--- config.mk ---
export PLATFORM = sky130hd
export DESIGN_NAME = hazard_detection_unit
export DESIGN_NICKNAME = d
export VERILOG_FILES = /design/src/rtl/hazard_detection_unit.sv
export SDC_FILE = /design/constraint.sdc
export NUM_CORES = 1
export LEC_CHECK = 0
export CORE_ASPECT_RATIO = 1.1
export CORE_UTILIZATION = 23
export DETAILED_ROUTE_END_ITERATION = 8
export PLACE_DENSITY_LB_ADDON = 0.25
export RECOVER_POWER = 50
export SYNTH_ARGS = -nofsm -noshare
export SYNTH_HDL_FRONTEND = slang
export SYNTH_SLANG_ARGS = --single-unit
--- constraint.sdc ---
create_clock -name clk -period 2.2 [get_ports clk]
set_input_delay 0.66 -clock clk [delete_from_list [all_inputs] [get_ports clk]]
set_output_delay 0.66 -clock clk [all_outputs]
set_load 0.02 [all_outputs]
--- src/rtl/hazard_detection_unit.sv ---
`default_nettype none
// ============================================================================
// Module      : hazard_detection_unit
// Description : ID-stage load-use hazard detector. Compares the destination
//               register of a load sitting in ID/EX against both source
//               registers of the instruction in IF/ID. It raises a
//               combinational stall and derives the PC hold, IF/ID hold and
//               ID/EX bubble strobes from it. It also keeps a registered copy
//               of the stall, plus optional performance counters that exist
//               only when the macro HDU_PERF_COUNTERS_EN is defined.
// Revision    : 1.0 - initial release
// ============================================================================
module hazard_detection_unit #(
  parameter int REG_ADDR_W = 5,
  parameter int CNT_W      = 32
) (
  input  logic                  clk,
  input  logic                  rst,
  input  logic                  idex_memread,
  input  logic [REG_ADDR_W-1:0] idex_rd,
  input  logic [REG_ADDR_W-1:0] ifid_rs1,
  input  logic [REG_ADDR_W-1:0] ifid_rs2,
  output logic                  stall,
  output logic                  pc_write,
  output logic                  ifid_write,
  output logic                  idex_bubble,
  output logic [1:0]            hazard_src,
  output logic                  stall_d,
  output logic [CNT_W-1:0]      stall_cycles,
  output logic [CNT_W-1:0]      load_use_events
);

  localparam logic [REG_ADDR_W-1:0] c_REG_ZERO = '0;

  // Comparator results. They are qualified by the load flag and by a
  // non-zero rd further down, so that x0 can never produce a hazard.
  logic w_rd_nonzero;
  logic w_rs1_hit;
  logic w_rs2_hit;
  logic w_stall;

  // Register-match comparators. They are purely combinational and do not
  // depend on clk or rst, so they stay valid even while the unit is held
  // in reset.
  always_comb begin
    w_rd_nonzero = (idex_rd != c_REG_ZERO);
    w_rs1_hit    = (idex_rd == ifid_rs1);
    w_rs2_hit    = (idex_rd == ifid_rs2);
  end

  // Hazard decision and the derived pipeline-control strobes. The load
  // flag is ANDed in directly with no masking, so an unknown load flag
  // propagates to stall.
  always_comb begin
    w_stall       = idex_memread & w_rd_nonzero & (w_rs1_hit | w_rs2_hit);
    stall         = w_stall;
    pc_write      = ~w_stall;
    ifid_write    = ~w_stall;
    idex_bubble   = w_stall;
    hazard_src    = 2'b00;
    hazard_src[0] = w_stall & w_rs1_hit;
    hazard_src[1] = w_stall & w_rs2_hit;
  end

  // Previous-cycle stall. This flop also provides the edge reference that
  // the event counter uses.
  logic stall_prev_q;

  // Capture stall on every rising edge. Reset clears it asynchronously.
  always_ff @(posedge clk or posedge rst) begin
    if (rst) begin
      stall_prev_q <= 1'b0;
    end else begin
      stall_prev_q <= w_stall;
    end
  end

  assign stall_d = stall_prev_q;

`ifdef HDU_PERF_COUNTERS_EN
  logic [CNT_W-1:0] stall_cycles_q;
  logic [CNT_W-1:0] stall_cycles_d;
  logic [CNT_W-1:0] load_use_events_q;
  logic [CNT_W-1:0] load_use_events_d;
  logic             w_stall_rise;

  // Next-state logic for the counters. Stall cycles count every stalled
  // edge. Events count only the first edge of a stall run. Both counters
  // wrap naturally at 2^CNT_W.
  always_comb begin
    stall_cycles_d    = stall_cycles_q;
    load_use_events_d = load_use_events_q;
    w_stall_rise      = w_stall & ~stall_prev_q;
    if (w_stall) begin
      stall_cycles_d = stall_cycles_q + {{(CNT_W-1){1'b0}}, 1'b1};
    end
    if (w_stall_rise) begin
      load_use_events_d = load_use_events_q + {{(CNT_W-1){1'b0}}, 1'b1};
    end
  end

  // Counter registers. Reset clears them immediately, even in the middle
  // of a stall.
  always_ff @(posedge clk or posedge rst) begin
    if (rst) begin
      stall_cycles_q    <= '0;
      load_use_events_q <= '0;
    end else begin
      stall_cycles_q    <= stall_cycles_d;
      load_use_events_q <= load_use_events_d;
    end
  end

  assign stall_cycles    = stall_cycles_q;
  assign load_use_events = load_use_events_q;
`else
  // The counters are compiled out, so both outputs are tied to zero.
  assign stall_cycles    = '0;
  assign load_use_events = '0;
`endif

endmodule
`default_nettype wire

== Word level (Yosys, flattened, before mapping) ==
Cells that the tools add are included.

* Bits in registers: 1
* Bits of input ports: 18
* Output and inout port bits: 71
* Logic and storage cells: 10

* Equality and inequality tests: 2
* Bitwise logic cells: 6
* Reduce and logical (&&, ||, !) cells: 1

{| class="wikitable"
|+ Operator list
! kind !! count
|-
| 5-bit == test || 2
|-
| 5-bit nonzero test || 1
|-
| 1-bit AND || 4
|-
| 1-bit inverter || 1
|-
| 1-bit OR || 1
|}

== Longest topological paths before layout ==
* Word-level depth: 4
* Mapped depth: 5
* Depth with buffers taken out: 4

== Worst setup path before layout ==
Ideal clock, no wire load.

* Path type: input-to-output
* Start: in idex_rd[3]
* End: out stall
* Data arrival time: 1772 ps
* Data required time: 1540 ps
* Setup slack: -232 ps
* Stages on the path: 5
* Buffers on the path: 1
* Cell sequence: xor2_1 > nor3_1 > nand3_1 > a21oi_1 > buf_4

* Longest elaborated chain between the ends: 3
* Elaborated cells on any way between the ends: 6
* Those cells by class: 2 x eq/ne; 3 x bitwise; 1 x reduce/logical

{| class="wikitable"
|+ Ends and longest elaborated chain
! what !! line !! source
|-
| start: declaration || 20 || <nowiki>input logic [REG_ADDR_W-1:0] idex_rd,</nowiki>
|-
| 5-bit == test (tied with other cells) || 47 || <nowiki>w_rs1_hit = (idex_rd == ifid_rs1);</nowiki>
|-
| 1-bit OR or 1-bit AND (tied branches) || 55 || <nowiki>w_stall = idex_memread & w_rd_nonzero & (w_rs1_hit | w_rs2_hit);</nowiki>
|-
| 1-bit AND * || 55 ||
|-
| end: declaration || 23 || <nowiki>output logic stall,</nowiki>
|}

Every way passes the cells marked *; elsewhere a longest branch is shown, timed or not.

== Final worst setup path ==
* Start: in idex_rd[2]
* End: out pc_write

* Longest elaborated chain between the ends: 4
* Elaborated cells on any way between the ends: 7
* Those cells by class: 2 x eq/ne; 4 x bitwise; 1 x reduce/logical

{| class="wikitable"
|+ Ends and longest elaborated chain
! what !! line !! source
|-
| 5-bit == test (tied with other cells) || 47 ||
|-
| 1-bit OR or 1-bit AND (tied branches) || 55 ||
|-
| 1-bit AND * || 55 ||
|-
| 1-bit inverter * || 57 || <nowiki>pc_write = ~w_stall;</nowiki>
|-
| end: declaration || 24 || <nowiki>output logic pc_write,</nowiki>
|}

Marks and branches as above.

==> metrics.md <==
| Metric | Value |
|---|---|
| Max reg flops | `1` |
| Die extent in y | `59.2 um` |
| Post-synth top flop | `dfrtp_1` |
| Max_cap viols | `0` |
| Hold Fails Final Rpt | `0` |
| Hold crit path type | `in2async` |
| Die area | `0.00319 mm2` |
| DR iter-0 viols | `1` |
| Top cells by area, synth | `buf_4, xor2_1, xnor2_1` |
| All-layer global routing usage | `under 10%` |
| Post-synth top area share | `72.5%` |
| Final wirelength | `approximately 1.2 mm` |
| DP HPWL | `a little under 1 mm` |
| Switch Pwr | `132 uW` |
| CP Data Required Time | `1540 ps` |
| Peak VDD IR | `0.0932 mV` |
| Final Cycle Share | `109%` |
| Fmax | `418 MHz` |
| Top Ports | `89` |
| Largest net degree at the start of global routing | `5` |
| P_int | `roughly 62 uW` |
| Mapped Area | `683 um2` |
| Worst Setup End Kind | `output port` |
| RSZ-0062 raised after global routing | `true` |
| Async S/R FF share, synth | `100%` |
| Layout cell share with drive strength beyond 1 | `between 20% and 30%` |
| Pleak | `0.000429 uW` |
| Die Wd | `roughly 54 um` |
| DR vias/cell | `between 2 and 3` |
| Clock power frac | `0%` |
| Global route overflow | `0` |
| Dpl ws | `-1040 ps` |
| Avg WL per Cell | `roughly 7.8 um` |
| Post-DRT Antenna Nets | `0` |
| Critical Path AT | `between 1500 and 2000 ps` |
| Vias in the first global route | `299` |
| Ys Warns | `0` |
| Final net count | `135` |
| Most common cell in the synthesized netlist | `buf_4` |
| Failing checks | `negative setup slack` |
| #FFs+latches synth | `1` |
| Gate power share | `89.9%` |
| Area leader, netlist | `buf_4` |
| Core footprint | `0.00280 mm2` |
| Initial Utilization | `24.4%` |
| Routed vias | `~440` |
| Final GP Congestion | `just under 0.7` |
| DRC | `0` |
| Kind of critical path | `in2out` |
| Yosys cell types | `13` |
| Max Transition Viols Final | `0` |
| First-pass iteration count of the detailed router | `2` |
| Sw Share | `67.9%` |
| Synth cell count leaders | `buf_4, xor2_1, xnor2_1` |
| Sequential cell area fraction in the yosys report | `3.66%` |
| Clock transition at path regs | `0 ps` |
| Register share of total power | `10.1%` |
| Power per Cell Area | `262 mW/mm2` |
| Final setup violation count | `6` |
| Placed insts | `147` |
| Final WS setup | `-192 ps` |
| Cells after Synth | `89` |
| Site Rows | `20` |
| Startpoint Class | `primary input` |
| Initial antenna violation count | `0` |
| Syn Area/Cell | `7.68 um2` |
| Hold-fix buffers, CTS | `0` |
| Area Overhead vs Synth | `8.97%` |
| Post-synth EDFFs | `0` |
| First-pass GRT wire length | `between 1 and 1.5 mm` |
| Fin cells | `approximately 150` |
| Critical path fanouts, max | `4` |
| Status | `complete, but fails checks` |
| Antenna diodes | `0` |
| IO Port Bufs | `24` |
| PnR Total Power | `195 uW` |
| Fin crit period | `around 2400 ps` |
routing by layer:
layer,vias to the layer above,part of all wire (%),GRT usage (%)
li1,196,-,-
met3,0,25,1.28
met2,56,50,11.8
met5,-,0,0
met1,184,25,5.21
met4,0,0,0
area by class of cell:
class,instances,area (um2)
Inverter,1,3.75
Tap cell,33,41.3
Timing Repair Buffer,29,233
Fill cell,318,2060
Multi-Input combinational cell,84,442
Sequential cell,1,25.0
power groups by stage:
stage	registers [uW]	clock network, uW	logic, uW
2_1_floorplan	20.3	0	211
3_5_place_dp	19.7	0	173
3_3_place_gp	19.4	0	173
6_report	19.6	0	175
5_1_grt	19.7	0	188
4_1_cts	19.7	0	168
how the worst max path moves through the flow:
| stage | startpoint | endpoint | slack (ps) |
|---|---|---|---|
| 6_report | idex_rd[2] | pc_write | -190 |
| 5_1_grt | idex_rd[2] | pc_write | -220 |
| 4_1_cts | idex_rd[2] | pc_write | -200 |
| 3_5_place_dp | idex_rd[1] | pc_write | -1040 |
| 3_3_place_gp | idex_rd[1] | pc_write | -1050 |
| 2_1_floorplan | idex_rd[1] | stall | -100 |
timing repair:
item,CTS,global route
resized for setup,71,10
pin swaps,14,10
setup buffers,1,0
endpoints found under the setup margin,7,6
through the flow:
stage | instance area, um2 | utilization (%) | TNS [ps] | hold WS [ps]
after floorplan | 935 | - | -184 | 389
after global placement | 747 | 26.7 | -6020 | 805
after detailed placement | 747 | 26.7 | -6010 | 820
after CTS | 727 | 25.9 | -1170 | 827
after global routing | 744 | 26.6 | -1240 | 978
final | 744 | 26.6 | -1060 | 958
critical path: stages:
cell,delay [ps]
buf_6,100
or4_4,530
o21ai_4,200
a21o_4,130
buf_6,110
cells by family (layout without fill, tap and decap cells):
logic type             count (synthesis)  in the layout  synth area share (%)
buffers and inverters                 67             30                  73.1
XOR/XNOR                              10             10                  12.8
AND/OR/NAND/NOR                        7              7                  5.68
AO/OA/AOI/OAI                          3              3                  4.21
other                                  1             64                 0.549
flip-flops                             1              1                  3.66
cell usage in the layout, fill, tap and decap left out:
cell type	count
conb_1	64
buf_4	7
xor2_1	6
dlygate4sd2_1	5
buf_2	5
buf_6	5
xnor2_1	3
clkbuf_2	3
nor3_2	2
nand3_2	2
nor2_1	2
clkdlybuf4s50_1	2
xnor2_2	1
or4_4	1
o21ai_4	1
a21oi_4	1
a21o_4	1
inv_1	1
clkdlybuf4s15_1	1
dlygate4sd3_1	1
dfrtp_1	1
No activity file was read; power rests on OpenSTA's default activity.
